`config.mk`:
```
export PLATFORM = sky130hd
export DESIGN_NAME = pwm_multi
export DESIGN_NICKNAME = d
export VERILOG_FILES = /design/src/rtl/pwm_multi.sv
export SDC_FILE = /design/constraint.sdc
export NUM_CORES = 1
export LEC_CHECK = 0
export ABC_AREA = 1
export BUFFER_PORTS_ARGS = -buffer_cell sky130_fd_sc_hd__buf_2
export CORE_ASPECT_RATIO = 1.5
export CORE_UTILIZATION = 48
export DETAILED_ROUTE_END_ITERATION = 16
export PLACE_DENSITY = 0.66
export SYNTH_ARGS = -nofsm -noshare
export SYNTH_HDL_FRONTEND = slang
export SYNTH_SLANG_ARGS = --single-unit
```
`constraint.sdc`:
```
create_clock -name clk -period 8.8 [get_ports clk]
set_clock_uncertainty 0.1 [all_clocks]
set_input_delay 0.44 -clock clk [delete_from_list [all_inputs] [get_ports clk]]
set_output_delay 0.44 -clock clk [all_outputs]
set_load 0.02 [all_outputs]
```
`src/rtl/pwm_multi.sv`:
```
// pwm_multi: multi-channel PWM with shared edge/center counter and boundary-synchronised shadow registers
module pwm_multi #(
    parameter int WIDTH    = 8,
    parameter int CHANNELS = 4,
    parameter int ADDR_W   = $clog2(CHANNELS + 2)
) (
    input  logic                clk,
    input  logic                resetn,
    input  logic                en,
    input  logic                wr_en,
    input  logic [ADDR_W-1:0]   wr_addr,
    input  logic [WIDTH-1:0]    wr_data,
    output logic [CHANNELS-1:0] pwm_out,
    output logic                sync,
    output logic [WIDTH-1:0]    cnt_out
);
    localparam int CW = CHANNELS + 1;
    logic [WIDTH-1:0]    period_p, period_a, cnt_n;
    logic [WIDTH-1:0]    duty_p [CHANNELS];
    logic [WIDTH-1:0]    duty_a [CHANNELS];
    logic [CHANNELS-1:0] pol_p, pol_a, pol_n, raw_n;
    logic [CW-1:0]       ctrl_w;
    logic                mode_p, mode_a, dir, dir_n, run, bnd, load;
    if (WIDTH >= CW) begin : g_wide
        assign ctrl_w = wr_data[CW-1:0];
    end else begin : g_narrow
        assign ctrl_w = {{(CW - WIDTH){1'b0}}, wr_data};
    end
    // run is low on the first enabled cycle so the count always restarts from 0 there
    always_comb begin
        cnt_n = '0;
        if (run && period_a != '0)
            cnt_n = !mode_a ? (cnt_out >= period_a ? '0 : cnt_out + 1'b1)
                            : (dir ? cnt_out - 1'b1 : cnt_out + 1'b1);
        dir_n = (mode_a && cnt_n == period_a) ? 1'b1 : (cnt_n == '0) ? 1'b0 : dir;
        bnd   = en && cnt_n == '0;
        load  = bnd || !en;
        pol_n = load ? pol_p : pol_a;
        raw_n = '0;
        for (int c = 0; c < CHANNELS; c++)
            raw_n[c] = cnt_n < (load ? duty_p[c] : duty_a[c]);
    end
    always_ff @(posedge clk or negedge resetn) begin
        if (!resetn) begin
            period_p <= '1;
            period_a <= '1;
            mode_p   <= 1'b0;
            mode_a   <= 1'b0;
            pol_p    <= '0;
            pol_a    <= '0;
            for (int c = 0; c < CHANNELS; c++) begin
                duty_p[c] <= '0;
                duty_a[c] <= '0;
            end
            cnt_out  <= '0;
            dir      <= 1'b0;
            run      <= 1'b0;
            sync     <= 1'b0;
            pwm_out  <= '0;
        end else begin
            if (wr_en && wr_addr == ADDR_W'(0))
                period_p <= wr_data;
            if (wr_en && wr_addr == ADDR_W'(1))
                {pol_p, mode_p} <= ctrl_w;
            for (int c = 0; c < CHANNELS; c++)
                if (wr_en && wr_addr == ADDR_W'(c + 2))
                    duty_p[c] <= wr_data;
            if (load) begin
                period_a <= period_p;
                mode_a   <= mode_p;
                pol_a    <= pol_p;
                for (int c = 0; c < CHANNELS; c++)
                    duty_a[c] <= duty_p[c];
            end
            cnt_out <= en ? cnt_n : '0;
            dir     <= en && dir_n;
            run     <= en;
            sync    <= bnd;
            pwm_out <= en ? raw_n ^ pol_n : pol_n;
        end
    end
endmodule

```
Yosys cells after proc, flatten, opt, wreduce, memory -nomap -nowiden
Cells that the tools add are included.

Register bits after elaboration: 105. Input port bits: 15. Logic and storage cells: 61.

$add $sub $neg: 2. $lt $le $gt $ge: 5. Equal/unequal tests: 6. Muxes and demuxes: 13. Bitwise operators: 1. Reduce and logical (&&, ||, !) cells: 15.

Operator list (count): 8-bit two-way mux (9); 8-bit < comparator (4); 1-bit logical AND (10); 8-bit by 1-bit adder with 8-bit output, second input constant (1); 8-bit == test (1); 8-bit >= comparator (1); 8-bit zero test (1); 4-bit two-way mux (2); 8-bit nonzero test (1); 8-bit by 1-bit subtractor with 8-bit output, second input constant (1); 3-bit by 2-bit == test with 1-bit output, second input constant (2); 3-bit == test, second input constant (2); 4-bit XOR (1); 3-bit by 1-bit == test with 1-bit output, second input constant (1); 3-bit zero test (1); 1-bit two-way mux (2); 1-bit zero test (1); 1-bit logical OR (1).

Longest topological paths before layout
Gate-level depths: netlist (run 1).

Depth after elaboration: 11. Gate-level depth with buffers: 28. Gate-level depth less buffers: 26.

Least setup slack after synthesis (run 1)
OpenSTA, ideal clock, no wires.

Path kind: flip-flop to flip-flop. From: register cnt_out[0]. To: register pwm_out[3]. Data arrival time: 3298 ps. Data required time: 8583 ps. Setup slack: 5285 ps. Cell stages (with the launch flop): 26. Cell sequence: dfrtp_1 -> inv_1 -> ha_1 -> nand2_1 -> nor2_1 -> nor2_1 -> nand2_1 -> nand2_1 -> nand2_1 -> nand2_2 -> nand2_1 -> nand2_1 -> nor2_2 -> nand2_4 -> nand2_4 -> buf_6 -> buf_2 -> nand2_1 -> o21ai_0 -> ha_1 -> a21oi_1 -> nor2_1 -> a2111oi_0 -> nand2_1 -> nand2_1 -> nand2_1.

Word-level cells in the longest chain between the ends: 11. Elaborated cells on any way between the ends: 15. Classes of those cells: add/sub: 2; order compare: 2; mux: 7; bitwise: 1; reduce/logical: 3.

RTL lines: start: declaration (line 15) `output logic [WIDTH-1:0] cnt_out`; start signal: assignment (line 75) `cnt_out <= en ? cnt_n : '0;`; 8-bit by 1-bit adder with 8-bit output (tied with other cells) (line 33, 34); 8-bit two-way mux (on tied branches) (line 33, 34); 8-bit two-way mux (*) (line 33) `cnt_n = !mode_a ? (cnt_out >= period_a ? '0 : cnt_out + 1'b1)`; 8-bit two-way mux (*) (line 32) `if (run && period_a != '0)`; 8-bit zero test (line 36) `bnd = en && cnt_n == '0;`; 1-bit logical AND (line 36); 1-bit logical OR (line 37) `load = bnd || !en;`; 8-bit two-way mux (line 41) `raw_n[c] = cnt_n < (load ? duty_p[c] : duty_a[c]);`; 8-bit < comparator (line 41); 4-bit XOR (line 79) `pwm_out <= en ? raw_n ^ pol_n : pol_n;`; 4-bit two-way mux (*) (line 79); end signal: assignment (line 79); end: declaration (line 13) `output logic [CHANNELS-1:0] pwm_out,`.

Every way passes the cells marked *; elsewhere a longest branch is shown, timed or not. A chain may end at the register's enable or synchronous reset.

Worst setup path in the final report (run 1)
From: register period_a[3]. To: register pwm_out[1].

Word-level cells in the longest chain between the ends: 11. Elaborated cells on any way between the ends: 14. Classes of those cells: order compare: 2; mux: 6; bitwise: 1; reduce/logical: 5.

RTL lines: start: declaration (line 18) `logic [WIDTH-1:0] period_p, period_a, cnt_n;`; start signal: assignment (line 69) `period_a <= period_p;`; 8-bit >= comparator (line 33); 8-bit two-way mux (2 in a row) (line 33); 8-bit two-way mux (*) (line 32); 8-bit zero test (line 36); 1-bit logical AND (line 36); 1-bit logical OR (line 37); 8-bit two-way mux (line 41); 8-bit < comparator (line 41); 4-bit XOR (line 79); 4-bit two-way mux (*) (line 79).

Marks and branches as above.

==> results.txt, run 1 <==
----------------------------------------------------
[Logic synthesis]
  Number of synthesized register bits ... 105
  Post-Synthesis Cell Area ... roughly 5500 sq um
  Top area cells in the synthesized netlist ... dfrtp_1, nand2_1, ha_1
  Share of the synthesized area in the top cell type ... between 40% and 50%
  Share of the yosys chip area belonging to registers ... between 40 and 50%
  Number of distinct library cell variants in the gate-level netlist after synthesis ... 32
  EDFF count, synth ... 0
  Proportion of register bits with asynchronous set or reset after synthesis ... 100%
  Biggest area consumer among synthesized cells ... dfrtp_1
  Most instantiated flip-flop cell in the synthesis netlist ... dfrtp_1
  Top cell types by occurrence after synthesis ... nand2_1, inv_1, dfrtp_1
  Total number of yosys warnings ... 0
  Avg Inst Size Synth ... 8.08 sq um
  Instance count of the mapped netlist ... just under 700
  Most frequent cell after synthesis ... nand2_1
  Nets in the synthesized netlist ... roughly 740

[Place]
  Global placement routability congestion ... 0.883
  Detailed Place HPWL ... 8900 um
  Buffers on Ports ... 27

[GRT]
  Global routing met2 resource utilization ... roughly 39%
  Global-route usage over all layers ... between 20 and 25%
  Number of global-route vias before repair ... 4170
  GR Util met1 ... approximately 28%
  First-pass GRT wire length ... 20600 um
  Global route hottest layer ... met2
  Maximum number of pins on one net before global-route repair ... 88
  Total global routing overflow ... 0
  Met3 Resource Use GR ... under 10%
  Initial antenna violation count ... 0

[Layout]
  Total number of nets in the final design ... 761
  Layout Area Growth over Synthesis ... 10.1%
  Share of post-route cells with drive strength above 1 ... 12.6%
  Final Core Density ... 54.9%
  Antenna diodes ... 0

[Die]
  Die height ... 134 um
  Number of placement rows ... 47
  Starting density of the core ... 49.9%
  Placeable core area ... 11100 sq um
  Top-level port count ... 28
  Area of the die ... around 12000 sq um
  Floorplan die width ... 89.7 um

[Timing]
  Slew headroom ... 44.8%
  Final worst path period need ... 4230 ps
  Final number of max-transition violations ... 0
  Final Hold Vio Count ... 7
  Transition time at the pin with the least slew margin ... about 830 ps
  Number of endpoints failing setup at the final stage ... 0
  Highest Clock Rate ... 237 MHz
  Final Cycle Share ... about half
  RSZ-0062 raised after global routing ... no
  Final TNS setup ... 0 ps
  Worst hold-check slack ... -12.3 ps

[Setup path]
  Max stage delay on crit path ... 620 ps
  Type of element launching the critical path ... flip-flop
  Crit path max-delay cell type ... nand2_4
  Kind of critical path ... reg2reg
  Family of cells with the greatest summed delay on the critical path ... simple AND/OR/NAND/NOR gates
  Worst-path maximum fanout ... a little under 90
  Most frequent cell on the critical path ... nand2_1
  Flop2flop setup slack ... 4570 ps
  Cell-by-cell listing of the critical path ... inv_2 -> ha_1 -> nand2_1 -> nor2_1 -> nor2_1 -> nand2_1 -> nand2_1 -> nand2_1 -> nand2_2 -> nand3_2 -> nand2_1 -> nor2_2 -> nand2_4 -> nand2_4 -> nand2_1 -> o21ai_1 -> ha_1 -> a21oi_1 -> nor2_1 -> a2111oi_0 -> nand2_1 -> nand2_1 -> nand2_1
  Type of element capturing the critical path ... flip-flop
  R2r startpoint ... period_a[3]
  CP Buf/Inv Count ... 1
  Depth of the most critical reg-to-reg path ... 23
  Data arrival time of the critical path ... between 4000 and 5000 ps
  Critical path launch point ... period_a[3]
  Endpoint of the most critical register-to-register path ... pwm_out[1]
  Data required time at the worst endpoint ... 8940 ps

[Clocking]
  Number of buffers inserted by post-CTS setup repair ... 0
  H-tree levels ... 3
  Number of buffers added to fix hold violations after cts ... 0
  CTS root buffer ... clkbuf_16
  Clock input transition at the sequential cells of the worst setup and hold paths ... 70 ps
  Longest Clk Path Bufs ... 2
  Total clock sinks ... 105
  Post-cts resize count ... 0
  Clock latency on the worst-skew pair ... 340 ps
  Clock tree from TritonCTS ... yes
  TritonCTS Buffers ... 9

[Power]
  Power per cell area ... 317 nW/um^2
  Maximum vdd drop ... 124 uV
  Static leakage ... 3.40 nW

[Run status]
  Violated checks ... hold timing
  Outcome ... finished with violations

[Drt]
  Remaining routing DRC violations ... 0
  Antenna-violating nets left ... 0
  Violation count after the first detailed-routing iteration ... 211
  Total wire length after detailed routing ... 12400 um
  Number of iterations in the first detailed-routing pass ... 4
  Average detailed-routed wire length per instance ... 14.5 um
  Total vias in the final route ... 4302
  Via-to-Cell Ratio ... 5.00

[Job]
  Number of max-cap violations ... 0

[Hold path]
  Tightest Hold Check Type ... in2async

----------------------------------------------------
cells by family after synthesis:
group           count (synthesis)  synth area share (%)
buf+inv                       145                  10.2
compound gates                110                  10.5
fa+ha+maj                      38                  8.58
simple gates                  281                  21.9
flops                         105                  47.8
xor+xnor                        7                  1.11
final cells by class:
cell class                      instances  area (sq um)
Clock buffer                           10           229
Clock inverter                          6          82.6
Fill cell                            1041          5010
Inverter                              128           480
Multi-Input combinational cell        436          2330
Sequential cell                       105          2650
Tap cell                              147           184
Timing Repair Buffer                   28           145
power breakdown:
part | total, mW | internal (mW) | switching [mW]
Combinational | 0.781 | 0.262 | 0.519
Sequential | 0.729 | 0.659 | 0.0700
Clock | 0.421 | 0.248 | 0.173
Total | 1.93 | 1.17 | 0.763
layout by cell type, fill, tap and decap left out, types with 7 or more instances in the layout:
cell type	netlist	layout
nand2_1	187	187
inv_1	121	121
dfrtp_1	89	89
o21ai_0	67	67
ha_1	38	38
nor2_1	35	35
nand3_1	28	28
buf_2	8	26
o21ai_1	24	24
dfstp_2	16	16
nand2_2	9	9
a21oi_1	9	9
clkbuf_16	0	9
inv_2	7	7
xor2_1	7	7
routing by layer:
layer / vias to the layer above / part of all wire (%)
li1: 2183 / -
met1: 2020 / 43
met2: 74 / 51
met3: 25 / 3.4
met4: 0 / 3.0
met5: - / 0
worst max path at each step:
stage	slack (ps)	end	cells after the start
final	4570	pwm_out[1]	23
after global routing	4110	pwm_out[2]	23
after CTS	4600	pwm_out[1]	23
after detailed placement	4610	pwm_out[1]	22
after global placement	4710	pwm_out[1]	23
after floorplan	5290	pwm_out[3]	25
registers in the layout, summed over array words and instances, names as in the netlist:
register / flops
duty_a: 32
duty_p: 32
cnt_out: 8
period_a: 8
period_p: 8
pol_a: 4
pol_p: 4
pwm_out: 4
dir: 1
mode_a: 1
mode_p: 1
run: 1
sync: 1
worst register-to-register path: cells and delay by family, from the launching register on:
| kind | cells | cell delay [ps] |
|---|---|---|
| adders and majority gates | 2 | 590 |
| DFF | 1 | 550 |
| AOI/OAI and AO/OA | 3 | 780 |
| buffers and inverters | 1 | 50 |
| and+or+nand+nor | 17 | 2070 |
stage by stage:
| step | std cells | power [mW] | instance area, sq um | setup WS, ps |
|---|---|---|---|---|
| 6_report | 860 | 1.93 | 6100 | 4570 |
| 5_1_grt | 860 | 2.11 | 6100 | 4110 |
| 4_1_cts | 860 | 1.95 | 6100 | 4600 |
| 3_5_place_dp | 844 | 1.52 | 5790 | 4610 |
| 3_3_place_gp | 844 | 1.49 | 5790 | 4710 |
| 2_1_floorplan | 686 | 1.33 | 5540 | 5290 |
(Power assumes the default switching activity.)
==> run 2, diff against run 1 <==
--- a/config.mk
+++ b/config.mk
@@ -10,7 +10,7 @@
 export CORE_ASPECT_RATIO = 1.5
 export CORE_UTILIZATION = 48
 export DETAILED_ROUTE_END_ITERATION = 16
-export PLACE_DENSITY = 0.66
+export PLACE_DENSITY = 0.68
 export SYNTH_ARGS = -nofsm -noshare
 export SYNTH_HDL_FRONTEND = slang
 export SYNTH_SLANG_ARGS = --single-unit
==> constraint.sdc (replaced) <==
create_clock -name clk -period 3.7 [get_ports clk]
set_clock_uncertainty 0.1 [all_clocks]
set_input_delay 0.185 -clock clk [delete_from_list [all_inputs] [get_ports clk]]
set_output_delay 0.185 -clock clk [all_outputs]
set_load 0.02 [all_outputs]
==> run 2 against run 1 <==
Against the previous run: the flow now finishes without violations; global-route usage rose by 0.56 points; first-iteration DRC count increased by 25%; core utilization up 3.5 points; register-to-register slack got worse by 4400 ps; sequential power is 140% higher; clock power is 140% higher; largest power group unchanged; highest routed layer unchanged.
==> results.txt, run 2 (synthesized netlist as in run 1, its figures left out) <==
----------------------------------------------------
[Timing]
  Final number of max-transition violations ... 0 (unchanged)
  Final worst path period need ... 3550 ps (was 4230 ps)
  Slew headroom ... 57.0% (was 44.8%)
  Final Hold Vio Count ... 0 (was 7)
  Highest Clock Rate ... 282 MHz (was 237 MHz)
  Least setup slack across all paths after layout ... 149 ps (was 4570 ps)
  Number of endpoints failing setup at the final stage ... 0 (unchanged)
  Transition time at the pin with the least slew margin ... 645 ps (was 828 ps)
  Final Cycle Share ... 96.0% (was 48.0%)

[Place]
  Detailed Place HPWL ... 9260 um (was 8900 um)
  Buffers on Ports ... 27 (unchanged)
  Global placement routability congestion ... 0.871 (was 0.883)
  Placement Setup Slack ... -82.3 ps (was 4610 ps)

[Die]
  Die height ... 134 um (unchanged)
  Placeable core area ... 11100 sq um (unchanged)
  Top-level port count ... 28 (unchanged)
  Floorplan die width ... 89.7 um (unchanged)
  Area of the die ... 12000 sq um (unchanged)
  Number of placement rows ... 47 (unchanged)
  Starting density of the core ... 49.9% (unchanged)

[Power]
  Static leakage ... 3.59 nW (was 3.40 nW)
  Final Total Pwr ... 5.09 mW (was 1.93 mW)
  Power per cell area ... 783 nW/um^2 (was 317 nW/um^2)
  Maximum vdd drop ... 396 uV (was 124 uV)

[Setup path]
  Type of element capturing the critical path ... flip-flop (unchanged)
  Most frequent cell on the critical path ... nand2_1 (unchanged)
  Cell-by-cell listing of the critical path ... inv_1 -> ha_1 -> a21oi_1 -> nor2_1 -> nor2_1 -> nand2_1 -> nand2_4 -> nand3_2 -> nand2_2 -> nor2_4 -> nand2_4 -> nand2_8 -> buf_4 -> nand2_1 -> o21ai_2 -> ha_1 -> nand2_2 -> nor2_1 -> a2111oi_2 -> nand2_1 -> nand2_1 -> nand2_1 (was inv_2 -> ha_1 -> nand2_1 -> nor2_1 -> nor2_1 -> nand2_1 -> nand2_1 -> nand2_1 -> nand2_2 -> nand3_2 -> nand2_1 -> nor2_2 -> nand2_4 -> nand2_4 -> nand2_1 -> o21ai_1 -> ha_1 -> a21oi_1 -> nor2_1 -> a2111oi_0 -> nand2_1 -> nand2_1 -> nand2_1)
  Data arrival time of the critical path ... 3690 ps (was 4370 ps)
  Crit path max-delay cell type ... dfstp_2 (was nand2_4)
  Kind of critical path ... reg2reg (unchanged)
  Destination of the critical timing path ... pwm_out[3] (was pwm_out[1])
  R2r startpoint ... period_a[5] (was period_a[3])
  Flop2flop setup slack ... 150 ps (was 4570 ps)
  Endpoint of the most critical register-to-register path ... pwm_out[3] (was pwm_out[1])
  Data required time at the worst endpoint ... 3840 ps (was 8940 ps)
  Depth of the most critical reg-to-reg path ... 22 (was 23)
  Max stage delay on crit path ... 550 ps (was 620 ps)
  Worst-path maximum fanout ... 11 (was 87)
  Critical path launch point ... period_a[5] (was period_a[3])
  Type of element launching the critical path ... flip-flop (unchanged)

[Run status]
  Outcome ... finished clean (was finished with violations)

[GRT]
  Maximum number of pins on one net before global-route repair ... 50 (was 88)
  Global-route usage over all layers ... 23.1% (was 22.5%)
  Total global routing overflow ... 0 (unchanged)
  Initial antenna violation count ... 0 (unchanged)
  Number of global-route vias before repair ... 4342 (was 4170)
  First-pass GRT wire length ... 21300 um (was 20600 um)

[Layout]
  Share of post-route cells with drive strength above 1 ... 17.8% (was 12.6%)
  Largest registers ... duty_a x32, duty_p x32 (unchanged)
  Highest-count cells in the layout ignoring fill and taps ... nand2_1, inv_1, dfrtp_1 (unchanged)
  Antenna diodes ... 0 (unchanged)
  Total number of nets in the final design ... 794 (was 761)
  Layout Area Growth over Synthesis ... 17.2% (was 10.1%)
  Most common cell after layout, fill and taps aside ... nand2_1 (unchanged)
  Final Core Density ... 58.4% (was 54.9%)

[Clocking]
  Clock latency on the worst-skew pair ... 350 ps (was 340 ps)
  Clock input transition at the sequential cells of the worst setup and hold paths ... 70 ps (about the same)
  TritonCTS Buffers ... 9 (unchanged)
  CTS root buffer ... clkbuf_16 (unchanged)
  Total clock sinks ... 105 (unchanged)
  Longest Clk Path Bufs ... 2 (unchanged)
  H-tree levels ... 3 (unchanged)
  Clock tree from TritonCTS ... yes (unchanged)

[Hold path]
  Tightest Hold Check Type ... in2reg (was in2async)
  Startpoint of the lowest-slack hold path ... wr_data[2]

[Drt]
  Total wire length after detailed routing ... 13300 um (was 12400 um)
  Violation count after the first detailed-routing iteration ... 263 (was 211)
  Antenna-violating nets left ... 0 (unchanged)
  Total vias in the final route ... 4538 (was 4302)
  Via-to-Cell Ratio ... 5.08 (was 5.00)
  Remaining routing DRC violations ... 0 (unchanged)
  Number of iterations in the first detailed-routing pass ... 5 (was 4)
  Average detailed-routed wire length per instance ... 14.9 um (was 14.5 um)

[Job]
  Number of max-cap violations ... 0 (unchanged)

----------------------------------------------------
-- run 2: power breakdown --
part | internal, mW | leakage [nW] | switching, mW
Clock | 0.566 | 0.156 | 0.432
Sequential | 1.57 | 1.28 | 0.170
Combinational | 0.917 | 2.15 | 1.44
-- run 2: repair_timing --
action,in CTS,in global routing
setup buffers,0,11
endpoints found under the hold margin,46,0
gates resized for setup,2,22
hold buffers,2,0
endpoints found under the setup margin,4,4
cloned,0,2
pin swaps,0,8
-- run 2: worst min path at each step --
stage | end | slack, ps | depth (start not counted)
finish | duty_p[2] | 100 | 3
global route | duty_p[13] | 140 | 3
CTS | duty_p[17] | 110 | 3
detailed placement | cnt_out[0] | 140 | 1
global placement | duty_a[3] | 140 | 1
floorplan | cnt_out[0] | -210 | 0
-- run 2: cell type report --
class,instances,area [sq um]
fill,981,4620
sequential,105,2650
multi-input combinational,437,2430
inverter,128,480
timing repair buffer,60,433
clock buffer,11,253
tap,147,184
clock inverter,5,61.3
-- run 2: metrics by stage --
step / instance area (sq um) / instances / hold WS (ps) / setup TNS [ps]
CTS: 6270 / 880 / 108 / 0
detailed placement: 5920 / 862 / 145 / -147
global placement: 5920 / 862 / 141 / 0
finish: 6490 / 893 / 101 / 0
floorplan: 5540 / 686 / -211 / 0
global route: 6490 / 893 / 142 / -315
-- run 2: routing by layer --
layer	vias up	share of wire, %	global-route usage (%)
met4	0	4.1	14.1
met1	2148	43	29.3
met2	104	50	38.2
met3	34	3.4	2.11
li1	2252	-	-
met5	-	0	0
-- run 2: worst max-delay path: cells and delay by family, from the launching register on --
family | cells | cell delay [ps]
fa+ha+maj | 2 | 630
simple gates | 15 | 1320
buf+inv | 2 | 240
compound gates | 3 | 590
flops | 1 | 550
